<file path="src/rtl/vga_draw_scheduler_pkg.sv">
// Shared definitions for the VGA draw scheduler: screen bounds, default widths
// and the scheduler state encoding.
package vga_draw_scheduler_pkg;

  localparam int NREQ_DEF    = 3;
  localparam int X_W_DEF     = 8;
  localparam int Y_W_DEF     = 7;
  localparam int COLOR_W_DEF = 3;
  localparam int X_MAX_DEF   = 159;
  localparam int Y_MAX_DEF   = 119;

  typedef enum logic {
    IDLE = 1'b0,
    DRAW = 1'b1
  } state_t;

endpackage

</file>
<file path="src/rtl/vga_draw_scheduler_rr_arbiter.sv">
// Combinational round-robin pick: lowest requesting index at or above ptr,
// wrapping around; returns a one-hot grant plus its index.
module vga_draw_scheduler_rr_arbiter #(
  parameter int NREQ  = 3,
  parameter int PTR_W = 2
) (
  input  logic [NREQ-1:0]  req,
  input  logic [PTR_W-1:0] ptr,
  output logic [NREQ-1:0]  gnt,
  output logic [PTR_W-1:0] idx,
  output logic             any
);

  logic [PTR_W-1:0] k;

  always_comb begin
    gnt = '0;
    idx = '0;
    any = 1'b0;
    k   = '0;
    for (int i = 0; i < NREQ; i++) begin
      k = PTR_W'((int'(ptr) + i) % NREQ);
      if (!any && req[k]) begin
        any    = 1'b1;
        idx    = k;
        gnt[k] = 1'b1;
      end
    end
  end

endmodule

</file>
<file path="src/rtl/vga_draw_scheduler.sv">
// Shares the VGA adapter pixel port between several filled-rectangle requesters:
// round-robin grant, then one pixel per clock until the rectangle is complete.
module vga_draw_scheduler
  import vga_draw_scheduler_pkg::*;
#(
  parameter int NREQ    = NREQ_DEF,
  parameter int X_W     = X_W_DEF,
  parameter int Y_W     = Y_W_DEF,
  parameter int COLOR_W = COLOR_W_DEF,
  parameter int X_MAX   = X_MAX_DEF,
  parameter int Y_MAX   = Y_MAX_DEF
) (
  input  logic                    clk,
  input  logic                    resetn,
  input  logic [NREQ-1:0]         req,
  input  logic [NREQ*X_W-1:0]     req_x,
  input  logic [NREQ*Y_W-1:0]     req_y,
  input  logic [NREQ*X_W-1:0]     req_w,
  input  logic [NREQ*Y_W-1:0]     req_h,
  input  logic [NREQ*COLOR_W-1:0] req_color,
  output logic [NREQ-1:0]         gnt,
  output logic [NREQ-1:0]         done,
  output logic                    busy,
  output logic [X_W-1:0]          x,
  output logic [Y_W-1:0]          y,
  output logic [COLOR_W-1:0]      color,
  output logic                    plot
);

  localparam int PTR_W = (NREQ > 1) ? $clog2(NREQ) : 1;

  state_t               state_q, state_d;
  logic [PTR_W-1:0]     ptr_q, arb_idx;
  logic [NREQ-1:0]      arb_gnt, owner_q;
  logic                 arb_any, arb_go, zero_cmd, skip_q;
  logic                 wrap_x, last_px, px_on;
  logic [X_W-1:0]       cmd_x, cmd_w, x0_q, w_q, cx_q;
  logic [Y_W-1:0]       cmd_y, cmd_h, y0_q, h_q, cy_q;
  logic [COLOR_W-1:0]   cmd_color, color_q;
  logic [X_W:0]         sx;
  logic [Y_W:0]         sy;

  // Sums are one bit wider than the screen coordinates so off-screen pixels are seen.
  function automatic logic on_screen(input logic [X_W:0] px, input logic [Y_W:0] py);
    return (int'(px) <= X_MAX) && (int'(py) <= Y_MAX);
  endfunction

  vga_draw_scheduler_rr_arbiter #(
    .NREQ  (NREQ),
    .PTR_W (PTR_W)
  ) u_arb (
    .req (req),
    .ptr (ptr_q),
    .gnt (arb_gnt),
    .idx (arb_idx),
    .any (arb_any)
  );

  always_comb begin
    cmd_x     = '0;
    cmd_y     = '0;
    cmd_w     = '0;
    cmd_h     = '0;
    cmd_color = '0;
    for (int i = 0; i < NREQ; i++) begin
      if (arb_gnt[i]) begin
        cmd_x     = req_x[i*X_W +: X_W];
        cmd_y     = req_y[i*Y_W +: Y_W];
        cmd_w     = req_w[i*X_W +: X_W];
        cmd_h     = req_h[i*Y_W +: Y_W];
        cmd_color = req_color[i*COLOR_W +: COLOR_W];
      end
    end
  end

  // A zero-size grant leaves a pending done that blocks arbitration for one cycle.
  assign arb_go   = (state_q == IDLE) && !skip_q && arb_any;
  assign zero_cmd = (cmd_w == '0) || (cmd_h == '0);
  assign wrap_x   = (cx_q == w_q - X_W'(1));
  assign last_px  = wrap_x && (cy_q == h_q - Y_W'(1));
  assign sx       = {1'b0, x0_q} + {1'b0, cx_q};
  assign sy       = {1'b0, y0_q} + {1'b0, cy_q};
  assign px_on    = on_screen(sx, sy);

  always_comb begin
    state_d = state_q;
    case (state_q)
      IDLE:    if (arb_go && !zero_cmd) state_d = DRAW;
      DRAW:    if (last_px) state_d = IDLE;
      default: state_d = IDLE;
    endcase
  end

  always_ff @(posedge clk or negedge resetn) begin
    if (!resetn) state_q <= IDLE;
    else         state_q <= state_d;
  end

  always_ff @(posedge clk or negedge resetn) begin
    if (!resetn) begin
      ptr_q   <= '0;
      owner_q <= '0;
      skip_q  <= 1'b0;
      cx_q    <= '0;
      cy_q    <= '0;
      gnt     <= '0;
      done    <= '0;
      busy    <= 1'b0;
      plot    <= 1'b0;
      x       <= '0;
      y       <= '0;
      color   <= '0;
    end else begin
      gnt  <= '0;
      done <= '0;
      plot <= 1'b0;
      if (state_q == DRAW) begin
        busy  <= 1'b1;
        plot  <= px_on;
        x     <= sx[X_W-1:0];
        y     <= sy[Y_W-1:0];
        color <= color_q;
        if (last_px) begin
          done <= owner_q;
        end else if (wrap_x) begin
          cx_q <= '0;
          cy_q <= cy_q + Y_W'(1);
        end else begin
          cx_q <= cx_q + X_W'(1);
        end
      end else if (skip_q) begin
        skip_q <= 1'b0;
        done   <= owner_q;
        busy   <= 1'b1;
      end else if (arb_go) begin
        gnt     <= arb_gnt;
        owner_q <= arb_gnt;
        busy    <= 1'b1;
        skip_q  <= zero_cmd;
        cx_q    <= '0;
        cy_q    <= '0;
        ptr_q   <= (arb_idx == PTR_W'(NREQ - 1)) ? '0 : arb_idx + PTR_W'(1);
      end else begin
        busy <= 1'b0;
      end
    end
  end

  // Command data is captured at grant and needs no reset.
  always_ff @(posedge clk) begin
    if (arb_go) begin
      x0_q    <= cmd_x;
      y0_q    <= cmd_y;
      w_q     <= cmd_w;
      h_q     <= cmd_h;
      color_q <= cmd_color;
    end
  end

endmodule

</file>
<file path="config.mk">
export PLATFORM = sky130hd
export DESIGN_NAME = vga_draw_scheduler
export DESIGN_NICKNAME = d
export VERILOG_FILES = /design/src/rtl/vga_draw_scheduler_pkg.sv /design/src/rtl/vga_draw_scheduler_rr_arbiter.sv /design/src/rtl/vga_draw_scheduler.sv
export SDC_FILE = /design/constraint.sdc
export NUM_CORES = 1
export LEC_CHECK = 0
export ABC_AREA = 1
export BUFFER_PORTS_ARGS = -buffer_cell sky130_fd_sc_hd__buf_2
export CAP_MARGIN = 40
export CORE_ASPECT_RATIO = 1.2
export CORE_MARGIN = 2
export CORE_UTILIZATION = 54
export DETAILED_ROUTE_END_ITERATION = 10
export GPL_TIMING_DRIVEN = 1
export PLACE_DENSITY = 0.78
export SLEW_MARGIN = 40
export SYNTH_ARGS = -nofsm -noshare
export SYNTH_HDL_FRONTEND = slang
export SYNTH_SLANG_ARGS = --single-unit
</file>
<file path="constraint.sdc">
create_clock -name clk -period 3.1 [get_ports clk]
set_input_delay 0.155 -clock clk [delete_from_list [all_inputs] [get_ports clk]]
set_output_delay 0.155 -clock clk [all_outputs]
set_load 0.01 [all_outputs]
</file>
==> run metrics <==
worst hold path class=primary input to register; post-route insts no fill=876; initial core utilization=55.90%; GRT overflow=0; setup TNS=0 ps; RSZ-0062 raised after global routing=false; initial antenna violation count=0; die extent in x=92.51 µm; status=finished clean; Final Skew=9.374 ps; Die Area=0.01020 mm²; Fin. Hold Viols=0; FF-to-FF End=skip_q; CP max-delay cell=nor2_4; post-cts sizing count=0; Max FO, Critical Path=19; Synth Warn #=0; Crit Path Class=register to register; CP arrival=2960 ps; GRT Util Overall=23.71%; worst path required time=3350 ps; clk root buf=clkbuf_8; Worst Hold Depth=3; share of cells above drive strength 1=23.54%; worst-margin pin slew=675.0 ps; Max VDD drop=0.0001733 V; total of max-cap violations=0; crit share post-route=87.46%; Syn Area/Cell=8.148 µm²; largest net degree at the start of global routing=49; CP peak stage delay=450 ps; CP Launch Type=register; CTS Buffer Depth=2; number of distinct library cells after synthesis=38; WL/cell=13.24 µm; # IOs=130; pwr dens=341.7 mW/mm²; TritonCTS Buffers=9; final core occ=66.40%; total power=2.060 mW; post-synth top area cell=dfrtp_1; drt initial violations=236; CTS H-tree depth=3; sequential fraction of the synthesis area=43.18%; die height=110.2 µm; dpl cells=859; post-DP HPWL=8.885 mm; Worst Reg-to-Reg Cells=18; layout net count=880; Slew Viols, Final=0; vias in the first global route=4,483; antenna cells=0; port bufs=129; Gate Count Post-Synth=623; Seq cells post-synth=81; final setup margin=388.6 ps; Fill cells=742; Rows=38; core area=0.009081 mm²; leakage=3.099 nW; DR DRC count=0; Clock Sinks=81; CTS tree=yes; pre-CTS setup slack=401.3 ps; Critical Path Start=ptr_q[0]; Reg-to-Reg Start=ptr_q[0]; Min Clock Period, post-route=2711 ps; CP endpoint kind=register; crit-path cells=inv_1 > ha_1 > inv_2 > nand2_1 > nand3_1 > nand2_2 > nand3_1 > nand2_1 > inv_2 > nand2_4 > nor2_4 > nand2_1 > a21oi_1 > nor2_1 > nand2_1 > nand2_1 > nand2_1 > nand2_1; most used cell, CP=nand2_1; vias per std cell=5.237; FMAX=368.8 MHz; first-pass GRT wire length=19.18 mm; area delta synth->final=18.78%; Yosys top cell area share=23.66%; post-synth net total=752; Area contributors post-synth=dfrtp_1, edfxtp_1, nand2_1; Post-DRT Antenna Nets=0; # setup viols final=0; WL final=11.60 mm; clk slew on worst S/H paths=80 ps; Slew HR=54.95%; Vias=4,588; CP Capture Point=skip_q; clk_lat worst skew=350 ps; r2r setup slk=390 ps; global placement routability congestion=0.8990; 1st-pass router iterations=5; Post-Syn Area=0.005076 mm²
## metal layers
| layer | track usage, % | share of wire [%] |
|---|---|---|
| met1 | 28.02 | 42 |
| met2 | 42.08 | 49 |
| met3 | 4.215 | 7.3 |
| met4 | 11.19 | 2.0 |
| met5 | 0 | 0 |
## worst max-delay path, delay by kind of cell, from the launching register on
family,cells,cell delay (ps)
flip-flops,1,400
AO/OA/AOI/OAI,1,170
AND/OR/NAND/NOR,13,1330
adder cells (fa/ha/maj),1,410
buffers and inverters,3,280
## metrics by stage
step	cell area (µm²)	hold slack, ps
floorplan	5076	-140.6
global placement	5833	393.6
detailed placement	5836	207.3
CTS	6030	84.34
global route	6030	96.06
finish	6030	106.6
## cell type report
class | count | area, µm² | share of cell area [%]
Multi-Input combinational cell | 452 | 2520 | 41.79
Sequential cell | 81 | 2192 | 36.36
Timing Repair Buffer | 136 | 715.7 | 11.87
Inverter | 71 | 267.8 | 4.441
Clock buffer | 13 | 170.2 | 2.822
Tap cell | 120 | 150.1 | 2.490
Clock inverter | 3 | 13.76 | 0.2283
## logic make-up after synthesis
group	count (synthesis)	share of synthesized area (%)
buf+inv	90	7.173
simple gates	304	26.55
compound gates	88	10.60
flops	81	43.18
xor+xnor	35	6.039
fa+ha+maj	25	6.458
## state kept, by name (all words and copies together) (netlist names), 7 cells and up
name and count:
x0_q 8, y0_q 7, cy_q 7, w_q 8, y 7, x 8
h_q 7, cx_q 8
## report_power, final
part | internal, mW | total, mW | switching [mW]
Clock | 0.357 | 0.722 | 0.365
Combinational | 0.0936 | 0.216 | 0.122
Sequential | 1.12 | 1.12 | 0
Total | 1.57 | 2.06 | 0.487
## cell usage after synthesis
master	n
nand2_1	147
nor2_1	68
inv_1	62
dfrtp_1	48
nand3_1	40
edfxtp_1	33
o21ai_0	32
a21oi_1	25
xor2_1	25
ha_1	23
a221oi_1	18
nand4_1	11
xnor2_1	10
buf_2	8
inv_2	8
or2_0	8
clkbuf_1	7
nor3_1	6
or2_2	5
o21bai_1	4
or2_1	4
a31oi_1	3
nand2_2	3
nand2_4	3
nand3_2	3
nand3b_1	3
o21ai_2	3
buf_4	2
fa_1	2
a21boi_0	1
a21o_1	1
buf_1	1
buf_6	1
clkinv_2	1
nand4_2	1
nor2_2	1
nor2_4	1
o21ai_1	1
## cells in the final DEF (no fill, tap or decap), drive strengths merged
cell	n
clkbuf	13
inv	70
dlygate4sd3	1
edfxtp	33
xor2	25
ha	23
a221oi	18
fa	2
a21oi	25
buf	135
a31oi	3
dfrtp	48
nor2	70
o21ai	36
xnor2	10
nand3b	3
a21o	1
a21boi	1
or2	17
o21bai	4
nor3	6
nand4	12
clkinv	4
nand2	153
nand3	43
## how the worst min path moves through the flow
stage,start,end,slack (ps)
finish,req_color[8],color_q[2],110
global route,req_x[17],x0_q[1],100
CTS,req_color[7],color_q[1],80
detailed placement,resetn,color[2],210
global placement,resetn,color[2],390
floorplan,resetn,busy,-140
## repair_timing
item,in CTS,in global routing
hold buffers,1,0
setup buffers,0,0
endpoints found under the hold margin,48,0
Note: power is estimated with default switching activity, not from simulation.
